[src/rtl/switch_reader.sv]
// Board switch input port: synchronises and debounces 24 switches, keeps sticky
// per-switch change flags and serves both through a chip-selected 16-bit read port.
module switch_reader #(
    parameter int unsigned TICK_DIV = 50000,
    parameter int unsigned STABLE_N = 3
) (
    input  logic        switch_clk,
    input  logic        ledrst,
    input  logic        switchcs,
    input  logic        switchread,
    input  logic [1:0]  switchaddr,
    input  logic [23:0] switch_i,
    output logic [15:0] switchrdata
);

    localparam int unsigned NBITS  = 24;
    localparam int unsigned CNT_W  = (TICK_DIV > 1) ? $clog2(TICK_DIV) : 1;
    localparam int unsigned FILL_W = $clog2(STABLE_N + 1);
    localparam logic [CNT_W-1:0]  CNT_LAST  = CNT_W'(TICK_DIV - 1);
    localparam logic [FILL_W-1:0] FILL_LAST = FILL_W'(STABLE_N - 1);

    logic [NBITS-1:0]                 sync1_q, sync1_d;
    logic [NBITS-1:0]                 sync2_q, sync2_d;
    logic [CNT_W-1:0]                 cnt_q, cnt_d;
    logic [NBITS-1:0][STABLE_N-1:0]   hist_q, hist_d;
    logic [NBITS-1:0]                 deb_q, deb_d;
    logic [NBITS-1:0]                 flag_q, flag_d;
    logic [FILL_W-1:0]                fill_q, fill_d;
    logic                             primed_q, primed_d;
    logic [15:0]                      rdata_q, rdata_d;

    logic                             tick;
    logic                             rd_en;
    logic [NBITS-1:0][STABLE_N-1:0]   hist_nxt;
    logic [NBITS-1:0]                 agree1;
    logic [NBITS-1:0]                 agree0;
    logic [NBITS-1:0]                 set_mask;
    logic [NBITS-1:0]                 clr_mask;

    always_comb begin
        sync1_d  = switch_i;
        sync2_d  = sync1_q;
        hist_d   = hist_q;
        deb_d    = deb_q;
        fill_d   = fill_q;
        primed_d = primed_q;
        rdata_d  = rdata_q;
        set_mask = '0;
        clr_mask = '0;

        tick  = (cnt_q == CNT_LAST);
        cnt_d = tick ? '0 : cnt_q + CNT_W'(1);

        // History as it will be after this tick's sample is shifted in
        for (int b = 0; b < NBITS; b++) begin
            hist_nxt[b] = {hist_q[b][STABLE_N-2:0], sync2_q[b]};
            agree1[b]   = &hist_nxt[b];
            agree0[b]   = ~|hist_nxt[b];
        end

        if (tick) begin
            hist_d = hist_nxt;
            if (!primed_q) begin
                // First full history seeds the debounced value without raising flags
                if (fill_q == FILL_LAST) begin
                    primed_d = 1'b1;
                    deb_d    = agree1;
                end else begin
                    fill_d = fill_q + FILL_W'(1);
                end
            end else begin
                set_mask = (agree1 & ~deb_q) | (agree0 & deb_q);
                deb_d    = deb_q ^ set_mask;
            end
        end

        rd_en = switchcs & switchread;
        if (rd_en) begin
            case (switchaddr)
                2'd0: rdata_d = deb_q[15:0];
                2'd1: rdata_d = {8'h00, deb_q[23:16]};
                2'd2: begin
                    rdata_d        = flag_q[15:0];
                    clr_mask[15:0] = '1;
                end
                2'd3: begin
                    rdata_d         = {8'h00, flag_q[23:16]};
                    clr_mask[23:16] = '1;
                end
            endcase
        end

        // A change landing on the clearing read survives it
        flag_d = (flag_q & ~clr_mask) | set_mask;
    end

    always_ff @(negedge switch_clk or posedge ledrst) begin
        if (ledrst) begin
            sync1_q  <= '0;
            sync2_q  <= '0;
            cnt_q    <= '0;
            hist_q   <= '0;
            deb_q    <= '0;
            flag_q   <= '0;
            fill_q   <= '0;
            primed_q <= 1'b0;
            rdata_q  <= '0;
        end else begin
            sync1_q  <= sync1_d;
            sync2_q  <= sync2_d;
            cnt_q    <= cnt_d;
            hist_q   <= hist_d;
            deb_q    <= deb_d;
            flag_q   <= flag_d;
            fill_q   <= fill_d;
            primed_q <= primed_d;
            rdata_q  <= rdata_d;
        end
    end

    assign switchrdata = rdata_q;

endmodule

[config.mk]
export PLATFORM = sky130hd
export DESIGN_NAME = switch_reader
export DESIGN_NICKNAME = d
export VERILOG_FILES = /design/src/rtl/switch_reader.sv
export SDC_FILE = /design/constraint.sdc
export NUM_CORES = 1
export LEC_CHECK = 0
export ABC_CLOCK_PERIOD_IN_PS = 5590
export CORE_MARGIN = 4
export CORE_UTILIZATION = 54
export CTS_CLUSTER_SIZE = 40
export DETAILED_ROUTE_END_ITERATION = 8
export GPL_ROUTABILITY_DRIVEN = 0
export PLACE_DENSITY_LB_ADDON = 0.2
export SLEW_MARGIN = 15
export SYNTH_ARGS = -nofsm -noshare
export SYNTH_HDL_FRONTEND = slang
export SYNTH_SLANG_ARGS = --single-unit
[constraint.sdc]
create_clock -name switch_clk -period 5.59 [get_ports switch_clk]
set_input_delay 0.559 -clock switch_clk [delete_from_list [all_inputs] [get_ports switch_clk]]
set_output_delay 0.559 -clock switch_clk [all_outputs]
set_load 0.01 [all_outputs]
==> results.yml <==
grt:
  grt.total_usage_pct: 21.87
  grt_overflow: 0
  antenna_found_initial: 0
  first_global_vias: 5506
  grt_max_degree: 62
  grt_pass1_wl_um: 27810
synth:
  synth_cells: 643
  synth-edff-count: 0
  synth_compound_area_share_pct: 10.28
  postSynth.asyncResetShare_pct: 100.0
  syn_area_um2: 7774
  synthMuxAreaShare_pct: 12.60
  synth_fp_nets: 675
  ys_seq_elements: 179
  ys.flop_type: "dfrtn_1"
  synth.distinct_cells: 40
  yosysWarnings: 0
  synth.avg_cell_area_um2: 12.09
  synth_xor_area_share_pct: 1.465
  synth_top_family_by_area: "simple AND/OR/NAND/NOR gates"
  seq_area_frac_synth_pct: 57.62
  synthSimpleGateAreaFrac_pct: 14.84
  synthAdderAreaFrac_pct: 0.3219
finish:
  layout_common_cells: "dfrtn_1 (179), o21ai_0 (77), nand2_1 (61)"
  fillers: 1010
  multi_input_area_um2: 3072
  final_cell_area_um2: 9080
  finalNetCount: 716
  regArea_um2: 4479
  n_antenna_cell: 0
  syn2layout_area_growth_pct: 16.80
  final_common_cell: "dfrtn_1"
  drive_gt1_share_pct: 16.79
clock_network:
  post_cts_buffers: 0
  cts_sinks: 179
  clk_pin_slew_ns: 0.05
  htree_levels: 4
  root_buffer: "clkbuf_16"
  clockBufferDepth: 2
  cts_tree: "built"
  ctsHoldBuffers: 0
  cts_resized: 0
  clk_latency_ns: 0.40
  numCtsBuffers: 17
die:
  start_util_pct: 55.57
  die_w_um: 128.0
  fp.dieH_um: 128.0
  coreArea_um2: 13990
  die-area_um2: 16380
  io_pins: 46
  rows: 43
setup_path:
  r2r_cells: 6
  required_ns: 3.04
  critPathMaxFanout: 11
  start_kind: "primary input"
  crit_path_end_kind: "flop"
  worstSetupPathType: "primary input to flop"
  regToRegSetupSlack_ns: 2.78
  reg2reg_to: "flag_q[21]$_DFF_NP0_"
  arrival_ns: 2.24
  regToRegStartpoint: "cnt_q[0]$_DFF_NP0_"
worst_hold_path:
  worst_hold_path.endpoint: "sync2_q[3]$_DFF_NP0_"
  min_path_type: "flop to flop"
  hold_depth: 0
  min_from: "sync1_q[3]$_DFF_NP0_"
sta:
  relSlewSlack_pct: 28.92
  fin_skew_ns: 0.004906
  tns_ns: 0
  rsz0062_at_grt: "false"
  worst_pin_slew_ns: 1.066
  setup_ws_ns: 0.7972
  final-setup-viol-count: 0
  final_max_slew_viol_count: 0
  hold_viol_final: 0
flow_run:
  cap_violations: 0
power:
  powerDensity_nw_per_um2: 316.0
  ir_worst_vdd_v: 0.0003043
  p_leak_nw: 3.846
  power.total_mw: 2.869
detailed_routing:
  ant_nets: 0
  vias: 5499
  vias_per_cell: 6.270
  firstDrtPassIters: 5
  wl_per_cell_um: 19.47
  drc: 0
  wirelength_um: 17080
  initialDrtViolationCount: 412
placed_design:
  place_hpwl_um: 10420
  place_area_um2: 8384
  dp_slack_ns: 0.3747
  io_buffers: 45
status:
  status: "finished, final reports clean"
[worst max-delay path, stage by stage]
cell	delay, ns
clkdlybuf4s50_1	0.81
mux4_2	0.58
mux2_2	0.28
[cell usage after synthesis, types with 2 or more instances]
cell type | instances | area share (%)
buf_12 | 2 | 0.52
mux2_4 | 21 | 4.1
inv_1 | 3 | 0.14
buf_2 | 5 | 0.32
o21ai_1 | 5 | 0.32
mux2i_1 | 9 | 1.2
dfrtn_1 | 179 | 58
and3_1 | 4 | 0.32
buf_6 | 2 | 0.29
nand4_1 | 54 | 4.3
xor2_1 | 5 | 0.56
mux2_2 | 35 | 5.1
a22o_1 | 24 | 2.7
or2_2 | 2 | 0.16
nor4b_1 | 24 | 2.7
nor2b_1 | 25 | 2.0
nand2_1 | 61 | 2.9
xnor2_1 | 8 | 0.90
nand3_1 | 9 | 0.58
o21ai_0 | 77 | 5.0
nor2_1 | 10 | 0.48
mux4_2 | 8 | 2.3
clkbuf_1 | 23 | 1.1
buf_4 | 5 | 0.48
a31oi_1 | 24 | 1.9
and2_1 | 2 | 0.16
nor3_1 | 3 | 0.19
ha_1 | 2 | 0.32
[worst max path at each step]
stage | endpoint | slack (ns) | cells after the start | startpoint
2_1_floorplan | cnt_q[0]$_DFF_NP0_ | 0.06 | 1 | ledrst
3_3_place_gp | switchrdata[2]$_DFFE_NP0N_ | 0.44 | 3 | switchaddr[0]
3_5_place_dp | switchrdata[4]$_DFFE_NP0N_ | 0.37 | 3 | switchaddr[1]
4_1_cts | switchrdata[1]$_DFFE_NP0N_ | 0.77 | 3 | switchaddr[0]
5_1_grt | switchrdata[1]$_DFFE_NP0N_ | 0.70 | 3 | switchaddr[0]
6_report | switchrdata[1]$_DFFE_NP0N_ | 0.80 | 3 | switchaddr[0]
[cell families after synthesis]
family          after synthesis
xor+xnor                     13
simple gates                202
compound gates              134
mux                          73
buf+inv                      40
fa+ha+maj                     2
flops                       179
[metrics by stage]
stage | hold slack, ns | cells | util (%)
after floorplan | 0.2917 | 643 | -
after global placement | 0.2925 | 845 | 59.94
after detailed placement | 0.2952 | 845 | 59.94
after CTS | 0.2959 | 877 | 64.91
after global routing | 0.2978 | 877 | 64.91
final | 0.2947 | 877 | 64.91
[registers in the layout, summed over array words and instances (netlist names)]
register and cells:
cnt_q 16, sync2_q 24, fill_q 2, switchrdata 16, flag_q 24, deb_q 24
primed_q 1, sync1_q 24, hist_nxt 48
[power by group]
part | switching [mW] | total (mW) | internal, mW
Clock | 0.498 | 1.39 | 0.897
Combinational | 0.0537 | 0.107 | 0.0538
Sequential | 0.0256 | 1.37 | 1.34
Total | 0.577 | 2.87 | 2.29
[cell type report]
class                           count  area share (%)
Inverter                            3          0.1654
Clock inverter                     13           2.784
Multi-Input combinational cell    424           33.83
Timing Repair Buffer               59           6.532
Clock buffer                       19           4.878
Tap cell                          180           2.480
Sequential cell                   179           49.33
[per-layer routing]
metal / track usage [%] / vias to the layer above / part of all wire, %
met2: 35.03 / 208 / 50
met5: 0 / - / 0
met1: 28.72 / 2775 / 42
met3: 5.750 / 42 / 6.1
met4: 8.489 / 0 / 2.1
li1: - / 2474 / -
(Power assumes the default switching activity.)
